File: src/rtl/branch_resolve_unit_pkg.sv
// Shared types for the branch resolve unit: predictor-update record and branch funct3 codes.
// Update records are sized for the widest supported datapath; the top zero-extends into them.
package branch_resolve_unit_pkg;

  localparam int UPD_XLEN = 64;
  localparam int UPD_ID_W = 8;

  localparam logic [2:0] FN3_BEQ  = 3'b000;
  localparam logic [2:0] FN3_BNE  = 3'b001;
  localparam logic [2:0] FN3_BLT  = 3'b100;
  localparam logic [2:0] FN3_BGE  = 3'b101;
  localparam logic [2:0] FN3_BLTU = 3'b110;
  localparam logic [2:0] FN3_BGEU = 3'b111;

  typedef struct packed {
    logic [UPD_XLEN-1:0] pc;
    logic [UPD_XLEN-1:0] target;
    logic                taken;
    logic                is_branch;
    logic                is_call;
    logic                is_return;
    logic [UPD_ID_W-1:0] id;
  } branch_update_t;

endpackage

File: src/rtl/branch_comparator.sv
// Branch condition evaluator: signed compare except for BLTU/BGEU.
module branch_comparator
  import branch_resolve_unit_pkg::*;
#(
  parameter int XLEN = 32
) (
  input  logic [2:0]      fn3,
  input  logic [XLEN-1:0] a,
  input  logic [XLEN-1:0] b,
  output logic            result
);

  logic is_unsigned;
  logic eq;
  logic lt;

  always_comb begin
    is_unsigned = (fn3 == FN3_BLTU) || (fn3 == FN3_BGEU);
    eq          = (a == b);
    lt          = is_unsigned ? (a < b) : ($signed(a) < $signed(b));
    result      = 1'b0;
    case (fn3)
      FN3_BEQ:            result = eq;
      FN3_BNE:            result = !eq;
      FN3_BLT, FN3_BLTU:  result = lt;
      FN3_BGE, FN3_BGEU:  result = !lt;
      default:            result = 1'b0;
    endcase
  end

endmodule

File: src/rtl/branch_update_fifo.sv
// First-word-fall-through FIFO of predictor update records with an occupancy count.
module branch_update_fifo
  import branch_resolve_unit_pkg::*;
#(
  parameter int DEPTH = 4,
  localparam int PTR_W = $clog2(DEPTH),
  localparam int CNT_W = PTR_W + 1
) (
  input  logic           clk,
  input  logic           rst,
  input  logic           push,
  input  branch_update_t push_data,
  input  logic           pop,
  output branch_update_t head,
  output logic           empty,
  output logic [CNT_W-1:0] count
);

  branch_update_t   mem [DEPTH];
  logic [PTR_W-1:0] wr_ptr_reg;
  logic [PTR_W-1:0] rd_ptr_reg;
  logic [CNT_W-1:0] count_reg;
  logic             do_push;
  logic             do_pop;

  assign empty   = (count_reg == '0);
  assign do_push = push && (count_reg != CNT_W'(DEPTH));
  assign do_pop  = pop && !empty;
  assign head    = mem[rd_ptr_reg];
  assign count   = count_reg;

  // Storage is left unreset so it can map onto distributed RAM.
  always_ff @(posedge clk) begin
    if (do_push) mem[wr_ptr_reg] <= push_data;
  end

  always_ff @(posedge clk or negedge rst) begin
    if (!rst) begin
      wr_ptr_reg <= '0;
      rd_ptr_reg <= '0;
      count_reg  <= '0;
    end else begin
      if (do_push) wr_ptr_reg <= wr_ptr_reg + PTR_W'(1);
      if (do_pop)  rd_ptr_reg <= rd_ptr_reg + PTR_W'(1);
      case ({do_push, do_pop})
        2'b10:   count_reg <= count_reg + CNT_W'(1);
        2'b01:   count_reg <= count_reg - CNT_W'(1);
        default: count_reg <= count_reg;
      endcase
    end
  end

endmodule

File: src/rtl/branch_resolve_unit.sv
// Issue-stage branch/jump resolver: holds the resolved PC until the successor issues,
// flushes on a mismatch and queues predictor updates with backpressure.
module branch_resolve_unit
  import branch_resolve_unit_pkg::*;
#(
  parameter int XLEN      = 32,
  parameter int C_EXT     = 0,
  parameter int UPD_DEPTH = 4,
  parameter int ID_W      = 3
) (
  input  logic            clk,
  input  logic            rst,
  input  logic            issue_valid,
  output logic            issue_ready,
  input  logic [ID_W-1:0] issue_id,
  input  logic [2:0]      issue_fn3,
  input  logic            issue_jal,
  input  logic            issue_jalr,
  input  logic            issue_call,
  input  logic            issue_return,
  input  logic [XLEN-1:0] issue_pc,
  input  logic [20:0]     issue_offset,
  input  logic [XLEN-1:0] fallthrough_pc,
  input  logic [XLEN-1:0] rs1,
  input  logic [XLEN-1:0] rs2,
  input  logic            next_valid,
  input  logic [XLEN-1:0] next_pc,
  input  logic            squash,
  output logic            branch_flush,
  output logic [XLEN-1:0] flush_pc,
  output logic            exc_valid,
  output logic [XLEN-1:0] exc_tval,
  output logic [XLEN-1:0] exc_pc,
  output logic            upd_valid,
  input  logic            upd_ready,
  output logic [XLEN-1:0] upd_pc,
  output logic [XLEN-1:0] upd_target,
  output logic            upd_taken,
  output logic            upd_is_branch,
  output logic            upd_is_call,
  output logic            upd_is_return,
  output logic [ID_W-1:0] upd_id,
  output logic [31:0]     mispredict_cnt
);

  localparam int  CNT_W       = $clog2(UPD_DEPTH) + 1;
  localparam bit  CHECK_ALIGN = (C_EXT == 0);

  logic            accept, cmp_taken, taken, misaligned, resolve;
  logic [XLEN-1:0] target_sum, target, new_pc;
  logic [CNT_W-1:0] fifo_count;
  logic [CNT_W:0]  occupancy;
  logic            fifo_empty, fifo_unused;
  branch_update_t  push_rec, head_rec;

  logic            pend_reg, pend_taken_reg, pend_branch_reg, pend_call_reg, pend_return_reg;
  logic [XLEN-1:0] pend_new_pc_reg, pend_pc_reg;
  logic [ID_W-1:0] pend_id_reg;
  logic            exc_valid_reg;
  logic [XLEN-1:0] exc_tval_reg, exc_pc_reg;
  logic [31:0]     cnt_reg;

  branch_comparator #(.XLEN(XLEN)) u_cmp (
    .fn3    (issue_fn3),
    .a      (rs1),
    .b      (rs2),
    .result (cmp_taken)
  );

  assign occupancy   = {1'b0, fifo_count} + {{CNT_W{1'b0}}, pend_reg};
  assign issue_ready = occupancy < (CNT_W+1)'(UPD_DEPTH);
  assign accept      = issue_valid && issue_ready;

  assign taken      = issue_jal || issue_jalr || cmp_taken;
  assign target_sum = (issue_jalr ? rs1 : issue_pc) + {{(XLEN-21){issue_offset[20]}}, issue_offset};
  assign target     = {target_sum[XLEN-1:1], target_sum[0] & ~issue_jalr};
  assign new_pc     = taken ? target : fallthrough_pc;
  assign misaligned = CHECK_ALIGN && taken && new_pc[1];

  // Squash wins over resolve: the held result belongs to a discarded path.
  assign resolve      = pend_reg && next_valid && !squash;
  assign branch_flush = resolve && (next_pc[XLEN-1:1] != pend_new_pc_reg[XLEN-1:1]);
  assign flush_pc     = pend_new_pc_reg;

  always_ff @(posedge clk or negedge rst) begin
    if (!rst) begin
      pend_reg        <= 1'b0;
      pend_new_pc_reg <= '0;
      pend_pc_reg     <= '0;
      pend_taken_reg  <= 1'b0;
      pend_branch_reg <= 1'b0;
      pend_call_reg   <= 1'b0;
      pend_return_reg <= 1'b0;
      pend_id_reg     <= '0;
      exc_valid_reg   <= 1'b0;
      exc_tval_reg    <= '0;
      exc_pc_reg      <= '0;
      cnt_reg         <= '0;
    end else begin
      if (accept && !misaligned) begin
        pend_reg        <= 1'b1;
        pend_new_pc_reg <= new_pc;
        pend_pc_reg     <= issue_pc;
        pend_taken_reg  <= taken;
        pend_branch_reg <= !issue_jal && !issue_jalr;
        pend_call_reg   <= issue_call;
        pend_return_reg <= issue_return;
        pend_id_reg     <= issue_id;
      end else if (squash || (pend_reg && next_valid)) begin
        pend_reg <= 1'b0;
      end
      exc_valid_reg <= accept && misaligned;
      if (accept && misaligned) begin
        exc_tval_reg <= new_pc;
        exc_pc_reg   <= issue_pc;
      end
      if (branch_flush) cnt_reg <= cnt_reg + 32'd1;
    end
  end

  always_comb begin
    push_rec           = '0;
    push_rec.pc        = UPD_XLEN'(pend_pc_reg);
    push_rec.target    = UPD_XLEN'(pend_new_pc_reg);
    push_rec.taken     = pend_taken_reg;
    push_rec.is_branch = pend_branch_reg;
    push_rec.is_call   = pend_call_reg;
    push_rec.is_return = pend_return_reg;
    push_rec.id        = UPD_ID_W'(pend_id_reg);
  end

  branch_update_fifo #(.DEPTH(UPD_DEPTH)) u_fifo (
    .clk       (clk),
    .rst       (rst),
    .push      (resolve),
    .push_data (push_rec),
    .pop       (upd_valid && upd_ready),
    .head      (head_rec),
    .empty     (fifo_empty),
    .count     (fifo_count)
  );

  // Upper record bits beyond XLEN/ID_W are always zero.
  assign fifo_unused = ^head_rec;

  assign upd_valid      = !fifo_empty;
  assign upd_pc         = upd_valid ? head_rec.pc[XLEN-1:0] : '0;
  assign upd_target     = upd_valid ? head_rec.target[XLEN-1:0] : '0;
  assign upd_taken      = upd_valid && head_rec.taken;
  assign upd_is_branch  = upd_valid && head_rec.is_branch;
  assign upd_is_call    = upd_valid && head_rec.is_call;
  assign upd_is_return  = upd_valid && head_rec.is_return;
  assign upd_id         = upd_valid ? head_rec.id[ID_W-1:0] : '0;

  assign exc_valid      = exc_valid_reg;
  assign exc_tval       = exc_tval_reg;
  assign exc_pc         = exc_pc_reg;
  assign mispredict_cnt = cnt_reg;

endmodule

File: config.mk
export PLATFORM = sky130hd
export DESIGN_NAME = branch_resolve_unit
export DESIGN_NICKNAME = d
export VERILOG_FILES = /design/src/rtl/branch_resolve_unit_pkg.sv /design/src/rtl/branch_comparator.sv /design/src/rtl/branch_update_fifo.sv /design/src/rtl/branch_resolve_unit.sv
export SDC_FILE = /design/constraint.sdc
export NUM_CORES = 1
export LEC_CHECK = 0
export BUFFER_PORTS_ARGS = -buffer_cell sky130_fd_sc_hd__buf_2
export CAP_MARGIN = 10
export CORE_ASPECT_RATIO = 0.9
export CORE_MARGIN = 3
export CORE_UTILIZATION = 32
export CTS_CLUSTER_DIAMETER = 150
export DETAILED_ROUTE_END_ITERATION = 7
export GPL_ROUTABILITY_DRIVEN = 0
export MAX_ROUTING_LAYER = met4
export SLEW_MARGIN = 20
export SYNTH_ARGS = -nofsm -noshare
export SYNTH_HDL_FRONTEND = slang
export SYNTH_SLANG_ARGS = --single-unit
File: constraint.sdc
create_clock -name clk -period 4 [get_ports clk]
set_input_delay 0.2 -clock clk [delete_from_list [all_inputs] [get_ports clk]]
set_output_delay 0.2 -clock clk [all_outputs]
set_load 0.03 [all_outputs]
==> results.txt, run 1 <==
* Clock insertion delay at the later pin of the skew report: roughly 0.59 ns
- Yosys attributes the largest share of cell area to sky130_fd_sc_hd__edfxtp_1, sky130_fd_sc_hd__dfrtp_1, sky130_fd_sc_hd__mux4_2.
* PostCTS Resize Cnt: 0
- In this run the number of H-tree levels came out at 2.
- Clock Root Buffer: sky130_fd_sc_hd__clkbuf_16
* Critical path class: in2reg
* Synthesized area per cell: between 10 and 15 um^2
- The initial antenna violation count was 11.
- The commonest cells after synthesis are sky130_fd_sc_hd__edfxtp_1, sky130_fd_sc_hd__dfrtp_1, sky130_fd_sc_hd__mux2_2.
* Placed cell count: roughly 2700
* # clock sinks: 460
- Wires add up to roughly 66 mm.
- At the worst endpoint, the arrival time is 3.90 ns.
- Measured along the y axis, the die boundary spans around 250 um.
- Proportion of synthesized chip area in sequential cells: around 60%
- Yosys top cell by area: sky130_fd_sc_hd__edfxtp_1
- Highest clock frequency the design can meet: 0.292 GHz
* Standard-cell row count: between 80 and 90
- Setup slack closes at 0.575 ns.
- Across the routed clock network, the largest skew measured is approximately 0.021 ns.
- First-pass GRT wire length: around 96 mm
* Critical path, cell by cell: dlygate4sd3_1 > buf_2 > mux2_2 > ha_1 > nand4_1 > nor3b_1 > a221oi_2 > buf_4 > or3_1 > a31oi_1 > mux2i_1 > nand3_1 > a221o_1
* Clock slew at reported path FFs: about 0.060 ns
- Total global-route track usage: about a fifth
- Counting flops and latches in the post-synthesis netlist gives 460.
* Fraction of synthesized cell area taken by the top area cell type: between 40% and 50%
* Number of unique standard cell types used by synthesis: 65
- Cts-stage hold buffer count: between 70 and 80
- The sequential cells in the finished layout cover a total of ~0.013 mm^2.
- Ratio of total power to cell area: around 700 mW/mm^2
* Final number of setup-violating endpoints: 0
* Per-cell routed wire length: about 23 um
- Final count of pins violating max slew: 0
- In this run, the number of DRC markers left after iteration 0 of detailed routing was 1003.
* Longest Clk Path Bufs: 3
- The register with the most flip-flops in the layout has between 200 and 300 of them.
- The count of buffers added on input and output ports is 398.
* Tcrit/Tclk final: between 80% and 90%
* Largest stage delay on the critical path: between 0.5 and 0.6 ns
- Pre-CTS worst setup slack: 0.265 ns
- The wire-length estimate of the detail-placed layout is approximately 48 mm.
- Final cell utilization of the core: about two fifths
- The path class of the tightest hold or removal check is in2reg.
- Summed over all cells, the static leakage comes to between 10 and 15 nW.
- In this run the horizontal extent of the chip is around 280 um.
* FFs w/ async S/R, synth: a little under two fifths
- In the post-synthesis netlist, the cell with the most instances is sky130_fd_sc_hd__edfxtp_1.
* Run status: finished clean
* Critical-path maximum fanout: 7
- The count of nets left with antenna violations once routing finished came out at 0.
- Number of cells produced by synthesis: about 1500
* Total via count in the routed design: 14171
* Mapped cell area: 0.0212 mm^2
* Effective utilization at floorplan: 32.7%
- The floorplan step defined a die boundary enclosing 0.0693 mm^2.
- Worst slew pin tran: about 0.79 ns
- STA classifies the critical path endpoint as a flop.
- TritonCTS clock tree: done
- Number of buffers inserted during clock tree synthesis: 49
* Detail-routed via count per cell: slightly below 5
- RSZ-0062 raised after global routing: no
- Entering global routing, the biggest net connects around 80 pins.
- Vias in the first global route: between 10000 and 15000
- Most flop-heavy register: u_fifo.mem
* Final Hold Viols: 0
* Final routed DRC violation total: 0
- Measured against its own limit, the worst slew margin works out to a little under half.
- Across the VDD grid, the largest voltage drop is roughly 0.44 mV.
- The clock period could shrink to between 3 and 4 ns.
- Across the run, the number of max-cap violations was 0.
- Cells with a size suffix above 1 make up approximately 36% of the layout.
- Synth Net Count: ~1700
- The finished layout holds between 2000 and 3000 standard cells, fillers aside.
* Sum of overflow across all layers after global routing: 0
- Among all stages on the critical path, the largest delay is contributed by sky130_fd_sc_hd__dlygate4sd3_1.
- The worst setup path is launched from an input port.
- Total Neg Setup Slack: 0 ns
- Data on the critical path is required at its endpoint by approximately 4.5 ns.
- Among all flip-flop cells after synthesis, the most frequent one is sky130_fd_sc_hd__edfxtp_1.
* I/O pins: 400
- Number of nets in the final layout: approximately 2200
- Warnings, synthesis: 0
- Post-CTS setup buffer count: 0
- Counting flops with a built-in enable in the synthesized netlist gives roughly 280.
- The core region is between 0.06 and 0.07 mm^2.
- Number of iterations in the first detailed-routing pass: 5
- Fillers: 6044
- Multi-input gate area in the final layout: around 0.0077 mm^2
- Area growth, synth to finish: 27.2%
[per-layer routing]
metal	vias to the layer above	track usage (%)	wire length, um	part of all wire, %
li1	6499	-	-	-
met1	7145	24.0	28000	43
met2	433	29.7	30800	47
met3	94	5.99	5180	7.9
met4	0	5.76	1870	2.8
met5	-	-	0	0
[power by group]
group	internal, W	switching [W]
combinational	0.00280	0.00459
sequential	0.00633	0.00102
clock	0.00267	0.00196
[worst paths after layout]
kind                                     startpoint                             end  cells after the start  slack [ns]
setup / recovery                        issue_pc[7]        flush_pc[28]$_DFFE_PN0P_                     13        0.58
hold reg to reg             exc_tval[1]$_DFFE_PN0P_         exc_tval[1]$_DFFE_PN0P_                      1        0.48
hold / removal                            issue_jal     pend_branch_reg$_DFFE_PN0P_                      3        0.06
min in group asynchronous                       rst          exc_pc[17]$_DFFE_PN0P_                      2        0.17
setup reg to reg           flush_pc[31]$_DFFE_PN0P_  mispredict_cnt[17]$_DFFE_PN0P_                      8        0.91
max in group asynchronous                       rst         exc_tval[3]$_DFFE_PN0P_                      3        2.84
[final cells by class]
type                            instances  area share, %
Tap cell                              855           3.97
Antenna cell                           11          0.102
Inverter                               76           1.06
Clock inverter                         24          0.985
Clock buffer                           68           5.08
Timing Repair Buffer                  515           12.1
Sequential cell                       460           48.1
Multi-Input combinational cell        860           28.6
[critical path: cells and delay by family]
family                   cells  cell delay, ns
AND/OR/NAND/NOR              4            1.02
adder cells (fa/ha/maj)      1            0.37
AO/OA/AOI/OAI                3            0.86
buffers and inverters        3            0.90
multiplexers                 2            0.54
[stage by stage]
step                power (W)  hold slack [ns]  instance area (um^2)
floorplan              0.0120          -0.0956                 21200
global placement       0.0147            0.239                 24500
detailed placement     0.0149            0.244                 24500
CTS                    0.0196          0.00317                 26900
global route           0.0204           0.0205                 26900
finish                 0.0194           0.0612                 26900
[cell usage in the layout (no fill, tap or decap), types with 12 or more instances in the layout]
cell	Yosys	layout
sky130_fd_sc_hd__buf_2	7	397
sky130_fd_sc_hd__edfxtp_1	284	284
sky130_fd_sc_hd__dfrtp_1	176	174
sky130_fd_sc_hd__mux2_2	106	106
sky130_fd_sc_hd__inv_1	76	76
sky130_fd_sc_hd__and2_1	80	76
sky130_fd_sc_hd__dlygate4sd3_1	0	73
sky130_fd_sc_hd__mux4_2	71	71
sky130_fd_sc_hd__nor2_1	72	71
sky130_fd_sc_hd__ha_1	69	69
sky130_fd_sc_hd__xnor2_1	67	67
sky130_fd_sc_hd__nand2_1	55	55
sky130_fd_sc_hd__a21oi_1	52	52
sky130_fd_sc_hd__clkbuf_16	0	49
sky130_fd_sc_hd__a221o_1	29	29
sky130_fd_sc_hd__buf_4	7	29
sky130_fd_sc_hd__o21ai_0	28	28
sky130_fd_sc_hd__mux2i_1	26	26
sky130_fd_sc_hd__nand4_1	24	24
sky130_fd_sc_hd__xor2_1	23	23
sky130_fd_sc_hd__nand3_1	16	16
sky130_fd_sc_hd__nor3_1	16	16
sky130_fd_sc_hd__buf_12	0	15
sky130_fd_sc_hd__clkbuf_1	27	12
[cells by family (layout without fill, tap and decap cells)]
logic type | count (synthesis) | after routing | share of synthesized area (%)
simple gates | 317 | 317 | 7.85
fa+ha+maj | 71 | 71 | 4.27
xor+xnor | 90 | 90 | 3.72
flops | 460 | 460 | 61.1
buf+inv | 131 | 683 | 2.63
mux | 203 | 203 | 14.4
compound gates | 179 | 179 | 6.01
other cells | 0 | 11 | 0
(Power assumes the default switching activity.)
==> run 2: changes to the inputs <==
--- a/config.mk
+++ b/config.mk
@@ -16,2 +16,3 @@
 export MAX_ROUTING_LAYER = met4
+export PLACE_DENSITY = 0.55
 export SLEW_MARGIN = 20
--- a/constraint.sdc
+++ b/constraint.sdc
@@ -3,2 +3,2 @@
 set_output_delay 0.2 -clock clk [all_outputs]
-set_load 0.03 [all_outputs]
+set_load 0.05 [all_outputs]
==> results.txt, run 2 (same netlist as run 1, synthesis figures left out) <==
- Total global-route track usage: 19.5% (+0.32 points)
- The die footprint is 0.0693 mm^2 (unchanged).
- The total count of max-transition violations in the final report came to 0 (unchanged).
- Die height: 250 um (unchanged)
- By instance count, the cell type seen most on the critical path is sky130_fd_sc_hd__buf_4.
* Highest clock frequency the design can meet: 0.265 GHz (-9.3%)
* Standard-cell row count: 88 (unchanged)
* Run status: finished clean
* # clock sinks: 460 (unchanged)
* Ratio of total power to cell area: 788 mW/mm^2 (+9.5%)
- The number of nets still failing antenna checks after routing is 0 (unchanged).
* Most frequent cells in the layout: sky130_fd_sc_hd__buf_2, sky130_fd_sc_hd__edfxtp_1, sky130_fd_sc_hd__dfrtp_1, sky130_fd_sc_hd__mux2_2
* Vias in the first global route: 14482 (+0.20%)
* Fillers: 6021 (-0.38%)
* Peak ir drop on the vdd network: 0.482 mV (+10%)
* Sum of overflow across all layers after global routing: 0 (unchanged)
- The register with the most flip-flops in the final layout is u_fifo.mem.
* Pin count of the biggest net entering global routing: 84 (+6.3%)
- The standard cell core area is 0.0647 mm^2 (unchanged).
- The clock slew seen by the registers of the worst setup and hold paths was 0.06 ns (about the same).
* Total Neg Setup Slack: 0 ns (unchanged)
* Fraction of layout instances using a drive strength above 1: 35.6% (-0.24 points)
- Final min period: 3.78 ns (+0.350 ns)
- Input/output buffers: 398 (unchanged)
- Most common library cell in the layout ignoring fill and taps: sky130_fd_sc_hd__buf_2
- Data required time at the worst endpoint: 4.52 ns (+0.05 ns)
* Setup crit start kind: input port
- The max-cap violation count is 0 (unchanged).
- The largest individual stage delay along the critical path comes from the cell sky130_fd_sc_hd__o311ai_1.
* Pre-CTS worst setup slack: -0.148 ns (-0.413 ns)
- The depth of the CTS H-tree is 2 (unchanged).
- Final number of setup-violating endpoints: 0 (unchanged)
- Relative to the synthesized area, the layout overhead comes to 27.5%.
- Tcrit/Tclk final: 94.4% (+8.8 points)
- RSZ-0062 raised after global routing: no
- Number of buffers inserted during clock tree synthesis: 50 (+2.0%)
* Endpoint type of the worst setup path: flop
- Largest stage delay on the critical path: 0.58 ns (+0.03 ns)
* WP data arrival: 4.29 ns (+0.39 ns)
* Critical-path maximum fanout: 4 (-3)
- The relative max-transition margin came to 44.7% (-2.0 points).
- Effective utilization at floorplan: 32.7% (unchanged)
- In this run the clock root is driven by a sky130_fd_sc_hd__clkbuf_16.
- The routed length per instance came to 23.4 um (+1.6%).
- Non-filler instance count after layout: 2864 (-0.17%)
* Leakage power: 10.9 nW (+0.26%)
- The final HPWL from detailed placement is 48.5 mm (+0.58%).
* Chip width: 277 um (unchanged)
- Post-CTS setup buffer count: 0 (unchanged)
* Critical path, cell by cell: dlygate4sd3_1 > buf_2 > mux2_2 > ha_1 > fa_1 > a211oi_1 > nor2_1 > a221oi_2 > buf_4 > o21bai_1 > o311ai_1 > buf_4 > nor2b_1 > a221o_1
- Number of iterations in the first detailed-routing pass: 5 (unchanged)
- The final count of hold timing violations was 0 (unchanged).
- Total via count in the routed design: 14212 (+0.29%)
- The number of violations reported at the end of detailed-routing iteration 0 was 991 (-1.2%).
- I/O pins: 400 (unchanged)
- First-pass GRT wire length: 97.0 mm (+1.2%)
* Worst hold slack: 0.0554 ns (-0.00573 ns)
* Number of antenna violations at the first check in global routing: 12 (+1)
* Number of nets in the final layout: 2224 (-0.27%)
- Final Worst Setup Slack: 0.225 ns (-0.350 ns)
- Longest Clk Path Bufs: 3 (unchanged)
- The setup path with the least slack is of type in2reg.
- Layout Cell Area excl Fill: 0.0270 mm^2 (+0.26%)
- The slew of the pin with the lowest slew margin is 0.830 ns (+0.0355 ns).
* Final routed DRC violation total: 0 (unchanged)
- TritonCTS built the clock tree.
- The flip-flop count of the largest register after layout is 284 (unchanged).
- The insertion delay to the later sink of the worst-skew pair is 0.59 ns (about the same).
- Placed cell count: 2686 (-0.26%)
- The number of vias per cell was 4.96 (+0.46%).
- Path type of the worst min-delay path: in2reg
- Wire length reported by the detailed router: 66.9 mm (+1.5%)
- Worst-case clock skew: 0.00807 ns (-0.0131 ns)
- The post-placement cell area is 0.0245 mm^2 (-0.27%).
[run 2: cell count changes in the layout (fill, tap and decap cells not counted), sizes merged]
cell      delta
clkinvlp     -1
bufinv       +6
diode        +1
clkbuf       -3
buf          -8
[run 2: timing repair]
action	CTS	global route
gates resized for setup	0	1
endpoints found under the setup margin	0	1
hold endpoints to repair	184	0
hold buffers	73	0
[run 2: cell type report]
cell class / count / area, um^2 / share of cell area (%)
repair buffers: 508 / 3180 / 11.8
inverters: 76 / 285 / 1.06
multi-input cells: 860 / 7710 / 28.6
clock buffers: 64 / 1360 / 5.02
diodes: 12 / 30.0 / 0.111
well taps: 855 / 1070 / 3.96
clock inverters: 29 / 412 / 1.53
flip-flops and latches: 460 / 12900 / 48.0
[run 2: metrics by stage]
step                power [W]  util, %
floorplan              0.0136        -
detailed placement     0.0164     37.8
finish                 0.0213     41.7
CTS                    0.0215     41.6
global route           0.0222     41.7
global placement       0.0163     37.8
[run 2: per-layer routing]
layer / routed length, um / GRT usage, %
met1: 28400 / 24.9
met3: 5240 / 5.39
met5: 0 / -
met4: 1670 / 5.58
met2: 31600 / 30.4
[run 2: worst paths after layout]
path / startpoint / endpoint / slack (ns) / cells after the start
min in group asynchronous: rst / exc_pc[21]$_DFFE_PN0P_ / 0.23 / 2
hold reg to reg: exc_tval[1]$_DFFE_PN0P_ / exc_tval[1]$_DFFE_PN0P_ / 0.48 / 1
hold / removal: issue_jal / pend_branch_reg$_DFFE_PN0P_ / 0.06 / 3
setup / recovery: issue_pc[0] / flush_pc[16]$_DFFE_PN0P_ / 0.22 / 14
setup reg to reg: flush_pc[31]$_DFFE_PN0P_ / mispredict_cnt[29]$_DFFE_PN0P_ / 1.03 / 8
max in group asynchronous: rst / u_fifo.rd_ptr_reg[1]$_DFFE_PN0P_ / 2.90 / 3
[run 2: power breakdown]
group / leakage (nW) / total [W] / switching, W / internal (W)
Sequential: 4.70 / 0.00742 / 0.00109 / 0.00633
Clock: 0.857 / 0.00500 / 0.00195 / 0.00304
Combinational: 5.37 / 0.00883 / 0.00606 / 0.00277
[run 2: critical path, delay by kind of cell]
| family | cells | cell delay [ns] |
|---|---|---|
| mux | 1 | 0.26 |
| fa+ha+maj | 2 | 0.63 |
| buf+inv | 4 | 1.11 |
| simple gates | 2 | 0.40 |
| compound gates | 5 | 1.70 |
